### config.mk
export PLATFORM = sky130hd
export DESIGN_NAME = c_readout_buffer
export DESIGN_NICKNAME = d
export VERILOG_FILES = /design/src/rtl/c_readout_buffer.sv
export SDC_FILE = /design/constraint.sdc
export NUM_CORES = 1
export LEC_CHECK = 0
export CORE_MARGIN = 2
export CORE_UTILIZATION = 53
export DETAILED_ROUTE_END_ITERATION = 12
export PLACE_DENSITY = 0.88
export SETUP_SLACK_MARGIN = 0.2
export SYNTH_ARGS = -nofsm -noshare
export SYNTH_HDL_FRONTEND = slang
export SYNTH_SLANG_ARGS = --single-unit
### constraint.sdc
create_clock -name clk -period 4.3 [get_ports clk]
set_clock_uncertainty 0.1 [all_clocks]
set_input_delay 0.86 -clock clk [delete_from_list [all_inputs] [get_ports clk]]
set_output_delay 0.86 -clock clk [all_outputs]
set_load 0.005 [all_outputs]
### src/rtl/c_readout_buffer.sv
// Result readout buffer: captures a full result matrix in one cycle and
// returns it as 32-bit words, one per read strobe, with a done pulse on the last word.
module c_readout_buffer #(
  parameter int ELEM_W = 16,
  parameter int N_ELEM = 9
) (
  input  logic                     clk,
  input  logic                     rst,
  input  logic                     res_valid,
  input  logic [ELEM_W*N_ELEM-1:0] res_data,
  output logic                     res_ready,
  input  logic                     rd_en,
  output logic [31:0]              PRDATA,
  output logic                     rd_valid,
  output logic                     read_C_done,
  output logic                     overrun
);
  localparam int TOT_W = ELEM_W * N_ELEM;
  localparam int NW    = (TOT_W + 31) / 32;
  localparam int IW    = (NW > 1) ? $clog2(NW) : 1;

  typedef enum logic {IDLE, HOLD} state_t;

  state_t            state_q, state_d;
  logic [IW-1:0]     idx_q, idx_d;
  logic [TOT_W-1:0]  cap_q, cap_d;
  logic [31:0]       prdata_q, prdata_d;
  logic              rd_valid_q, rd_valid_d;
  logic              done_q, done_d;
  logic              ovr_q, ovr_d;

  logic [NW*32-1:0]    cap_pad;
  logic [NW-1:0][31:0] words;
  logic                idx_last;

  // Zero-extend the capture so the top word reads 0 above the last element.
  always_comb begin
    cap_pad              = '0;
    cap_pad[TOT_W-1:0]   = cap_q;
    words                = cap_pad;
  end

  assign idx_last = (idx_q == IW'(NW - 1));

  always_ff @(posedge clk) begin
    if (rst) begin
      state_q    <= IDLE;
      idx_q      <= '0;
      cap_q      <= '0;
      prdata_q   <= '0;
      rd_valid_q <= 1'b0;
      done_q     <= 1'b0;
      ovr_q      <= 1'b0;
    end else begin
      state_q    <= state_d;
      idx_q      <= idx_d;
      cap_q      <= cap_d;
      prdata_q   <= prdata_d;
      rd_valid_q <= rd_valid_d;
      done_q     <= done_d;
      ovr_q      <= ovr_d;
    end
  end

  always_comb begin
    state_d = state_q;
    case (state_q)
      IDLE:    if (res_valid) state_d = HOLD;
      HOLD:    if (rd_en && idx_last) state_d = IDLE;
      default: state_d = IDLE;
    endcase
  end

  always_comb begin
    idx_d      = idx_q;
    cap_d      = cap_q;
    prdata_d   = prdata_q;
    rd_valid_d = rd_en;
    done_d     = 1'b0;
    ovr_d      = 1'b0;
    if (state_q == IDLE) begin
      if (rd_en) prdata_d = '0;
      if (res_valid) begin
        cap_d = res_data;
        idx_d = '0;
      end
    end else begin
      // A result arriving while a matrix is still held is dropped, even on the last-word beat.
      ovr_d = res_valid;
      if (rd_en) begin
        prdata_d = words[idx_q];
        if (idx_last) begin
          done_d = 1'b1;
          idx_d  = '0;
        end else begin
          idx_d = idx_q + IW'(1);
        end
      end
    end
  end

  always_comb begin
    res_ready = (state_q == IDLE);
  end

  assign PRDATA      = prdata_q;
  assign rd_valid    = rd_valid_q;
  assign read_C_done = done_q;
  assign overrun     = ovr_q;
endmodule

Yosys cells after proc, flatten, opt, wreduce, memory -nomap -nowiden --
Cells that the tools add are included.
Storage, ports and cells: flip-flop bits (word level) 183, input bits 148, output and inout port bits 36, word-level logic and storage cells 32
Cells by class: $add $sub $neg 1, $lt $le $gt $ge 1, eq/ne operators 2, muxes and demuxes 13, bitwise operators 2, reduce and logical (&&, ||, !) cells 6
Operator list (count):
- 2-to-1 mux 32 bit | 4
- binary-select mux 32 bit (select 3 bit) | 1
- 2-to-1 mux 3 bit | 4
- less-than comparator 3 x 4 -> 1 bit, second input constant | 1
- AND reduction 2 bit | 2
- adder 3 x 1 -> 3 bit, second input constant | 1
- equality test 3 bit, second input constant | 1
- 2-to-1 mux 1 bit | 3
- OR reduction 3 bit | 1
- != test 2 bit, second input constant | 1
- inverter 1 bit | 2
- one-hot mux 1 bit (2 select lines) | 1
- nonzero test 2 bit | 1
- OR reduction 2 bit | 1
- logical AND 1 bit | 1

Longest topological paths before layout --
depth in word-level cells 4, depth in mapped cells 8, mapped depth without buffers 5

Worst setup path after synthesis --
OpenSTA, ideal clock, no wires.
path kind in2reg, start point in rst, end point reg prdata_q[23] (netlist: PRDATA[23]), data arrival time 1.815 ns, required time 4.083 ns, setup slack 2.268 ns, stages 7, path buffers 4, path through buf_2 nor2b_2 and3_1 buf_2 buf_4 buf_6 a22o_1
RTL lines:
- from (decl) | line 8 | input logic rst,
- to (signal assigned) | line 58 | prdata_q <= prdata_d;
- to (decl) | line 27 | logic [31:0] prdata_q, prdata_d;

Final worst setup path --
start point in res_valid, end point reg cap_q[73]
On the way: longest elaborated chain between the ends 1
RTL lines:
- from (decl) | line 9 | input logic res_valid,
- AND reduction 2 bit (no line)
- to (signal assigned) | line 57 | cap_q <= cap_d;
- to (decl) | line 26 | logic [TOT_W-1:0] cap_q, cap_d;
Every way passes these cells. A chain may end at the register's enable or synchronous reset.

==> results.toml <==
[sta]
whs_ns = 0.351
finalHoldViolCount = 0
layout_setup_ws_ns = 1.69
period_share_pct = 60.6
worstMarginPinSlew_ns = 1.12
relSlewSlack_pct = 25.3
tns_ns = 0
setup_viol = 0
rsz0062_at_grt = "no"
period_needed_ns = 2.61
fmax_ghz = 0.384
drv_slew = 0

[yosys]
netlist.area_leader.share_pct = 50.8
synthFlopType = "dfxtp_1"
yosysUniqueCellTypes = 36
netlist_area_um2 = 7210
yosys_register_bits = 183
synth_edf_count = 0
ys_seq_area_share_pct = 50.8
yosys.area.top_type = "dfxtp_1"
yosysMostFrequentCell = "nand2_1"
yosysWarnings = 0
synthCells = 833
synth.avg_cell_area_um2 = 8.65
synth_area_leaders = "dfxtp_1, nand2_1, a21oi_1"
async_flop_share_pct = 0
syn_nets = 983
synthTopCellsByCount = "nand2_1, dfxtp_1, a21oi_1, clkbuf_1, mux4_2"

[cts]
cts_tree = "yes"
cts_buffers = 17
clk_pin_slew_ns = 0.06
clk_latency_ns = 0.42
htreeDepth = 4
cts_resized = 0
clock-sinks = 183
cts_max_path_buffers = 2
cts_root_buffer = "clkbuf_16"
postCtsSetupBuffers = 0
hold_buffers = 0

[routing]
drc = 0
viasPerCell = 5.50
vias = 6393
routedWlPerCell_um = 16.0
dr.pass1.iters = 5
wirelength_um = 18600
drt_iter0_drc = 600
ant_nets = 0

[outcome]
status = "finished clean"

[global_routing]
met3_usage_pct = 4.67
grt.busiest_layer = "met2"
grt_pass1_vias = 6208
met2_usage_pct = 43.8
gr-total-overflow = 0
grt_max_degree = 94
grt_util_all_layers_pct = 25.9
met1_usage_pct = 33.1
grt_pass1_wl_um = 30100
antenna_found_initial = 0

[power]
max-vdd-ir-drop_mv = 0.295
clock_power_share_pct = 40.4
leakage_nw = 3.55
combPwrFrac_pct = 11.2
power_density_nw_per_um2 = 396
seqPwrFrac_pct = 48.4
switching_power_uw = 878
totalPowerFinal_mw = 3.80
p_int_mw = 2.93
p_sw_share_pct = 23.1

[placed_design]
pre_cts_ws_ns = 1.32
place_hpwl_um = 11700
gp_congestion = 0.795
portBuffers = 183

[final_layout]
drive_gt1_share_pct = 6.80
post-route-util_pct = 72.5
fin_nets = 1123
syn_to_final_growth_pct = 33.3
antenna_cells = 0

[run]
cap_violations = 0

[die]
die_h_um = 121
die_area_um2 = 14600
initial_core_util_pct = 54.4
die_w_um = 121
rows = 42
io-pin-count = 184
core_um2 = 13200

[worst_hold_path]
holdPathStages = 2
hold_path_class = "reg -> reg"

[critical_path]
crit_fanout = 45
startpoint_type = "input pin"
crit_path_end_kind = "flop"
required_ns = 4.54
worstPathArrival_ns = 2.84
crit_type = "in -> reg"
reg2reg_slack_ns = 1.86
r2r_cells = 4
==> metrics by stage <==
step | std cells | cell area, um2
final | 1162 | 9610
after global routing | 1162 | 9610
after CTS | 1162 | 9610
after detailed placement | 1130 | 9020
after global placement | 1130 | 9020
after floorplan | 833 | 7210
==> critical path: stages <==
cell	delay [ns]
clkdlybuf4s50_1	0.54
nor2b_4	0.59
buf_4	0.52
nand2_1	0.12
a21oi_1	0.18
==> per-layer routing <==
metal,up-vias,part of all wire (%)
met4,0,2.0
met3,34,5.6
li1,3106,-
met2,226,50
met1,3027,43
met5,-,0
==> layout by cell type (no fill, tap or decap), drive strengths merged, types with 4 or more instances in the layout <==
cell           instances
clkinv                 4
clkdlybuf4s50        182
dfxtp                183
nor2                   5
a221o                  6
buf                    7
o22a                   6
nor2b                 13
and2                   7
a22o                  17
a22oi                  7
o21ai                  4
a211oi                 7
clkbuf                24
a21oi                159
mux4                  25
inv                    5
nand2                296
o32ai                  7
nand2b                 7
==> cell families (layout without fill, tap and decap cells) <==
kind of cell,count (synthesis),after routing,share of synthesized area [%]
AND/OR/NAND/NOR,336,336,18.7
AO/OA/AOI/OAI,213,213,17.3
flip-flops,183,183,50.8
buffers and inverters,73,226,4.82
multiplexers,26,26,8.05
adder cells (fa/ha/maj),2,2,0.347
==> registers in the layout, summed over array words and instances (netlist names) <==
| register | count |
|---|---|
| idx_q | 3 |
| read_C_done | 1 |
| state_q | 1 |
| rd_valid | 1 |
| cap_q | 144 |
| PRDATA | 32 |
| overrun | 1 |
==> path summary, 6_finish.rpt <==
kind,start,endpoint
worst max-delay path,res_valid,cap_q[73]$_SDFFE_PP0P_
worst min-delay path,cap_q[106]$_SDFFE_PP0P_,cap_q[106]$_SDFFE_PP0P_
worst max register to register,idx_q[1]$_SDFFE_PP0P_,PRDATA[14]$_SDFFE_PP0P_
worst min register to register,cap_q[106]$_SDFFE_PP0P_,cap_q[106]$_SDFFE_PP0P_
==> power groups by stage <==
stage / sequential [mW] / combinational (mW) / clock (mW)
6_report: 1.84 / 0.425 / 1.54
5_1_grt: 1.85 / 0.466 / 1.62
4_1_cts: 1.84 / 0.426 / 1.55
3_5_place_dp: 1.88 / 0.420 / 0
3_3_place_gp: 1.87 / 0.413 / 0
2_1_floorplan: 1.85 / 0.240 / 0
==> layout make-up <==
cell class | instances | area, um2
Clock buffer | 24 | 492
Clock inverter | 8 | 95.1
Fill cell | 973 | 3640
Inverter | 5 | 18.8
Multi-Input combinational cell | 577 | 3210
Sequential cell | 183 | 3670
Tap cell | 176 | 220
Timing Repair Buffer | 189 | 1900
(Power assumes the default switching activity.)
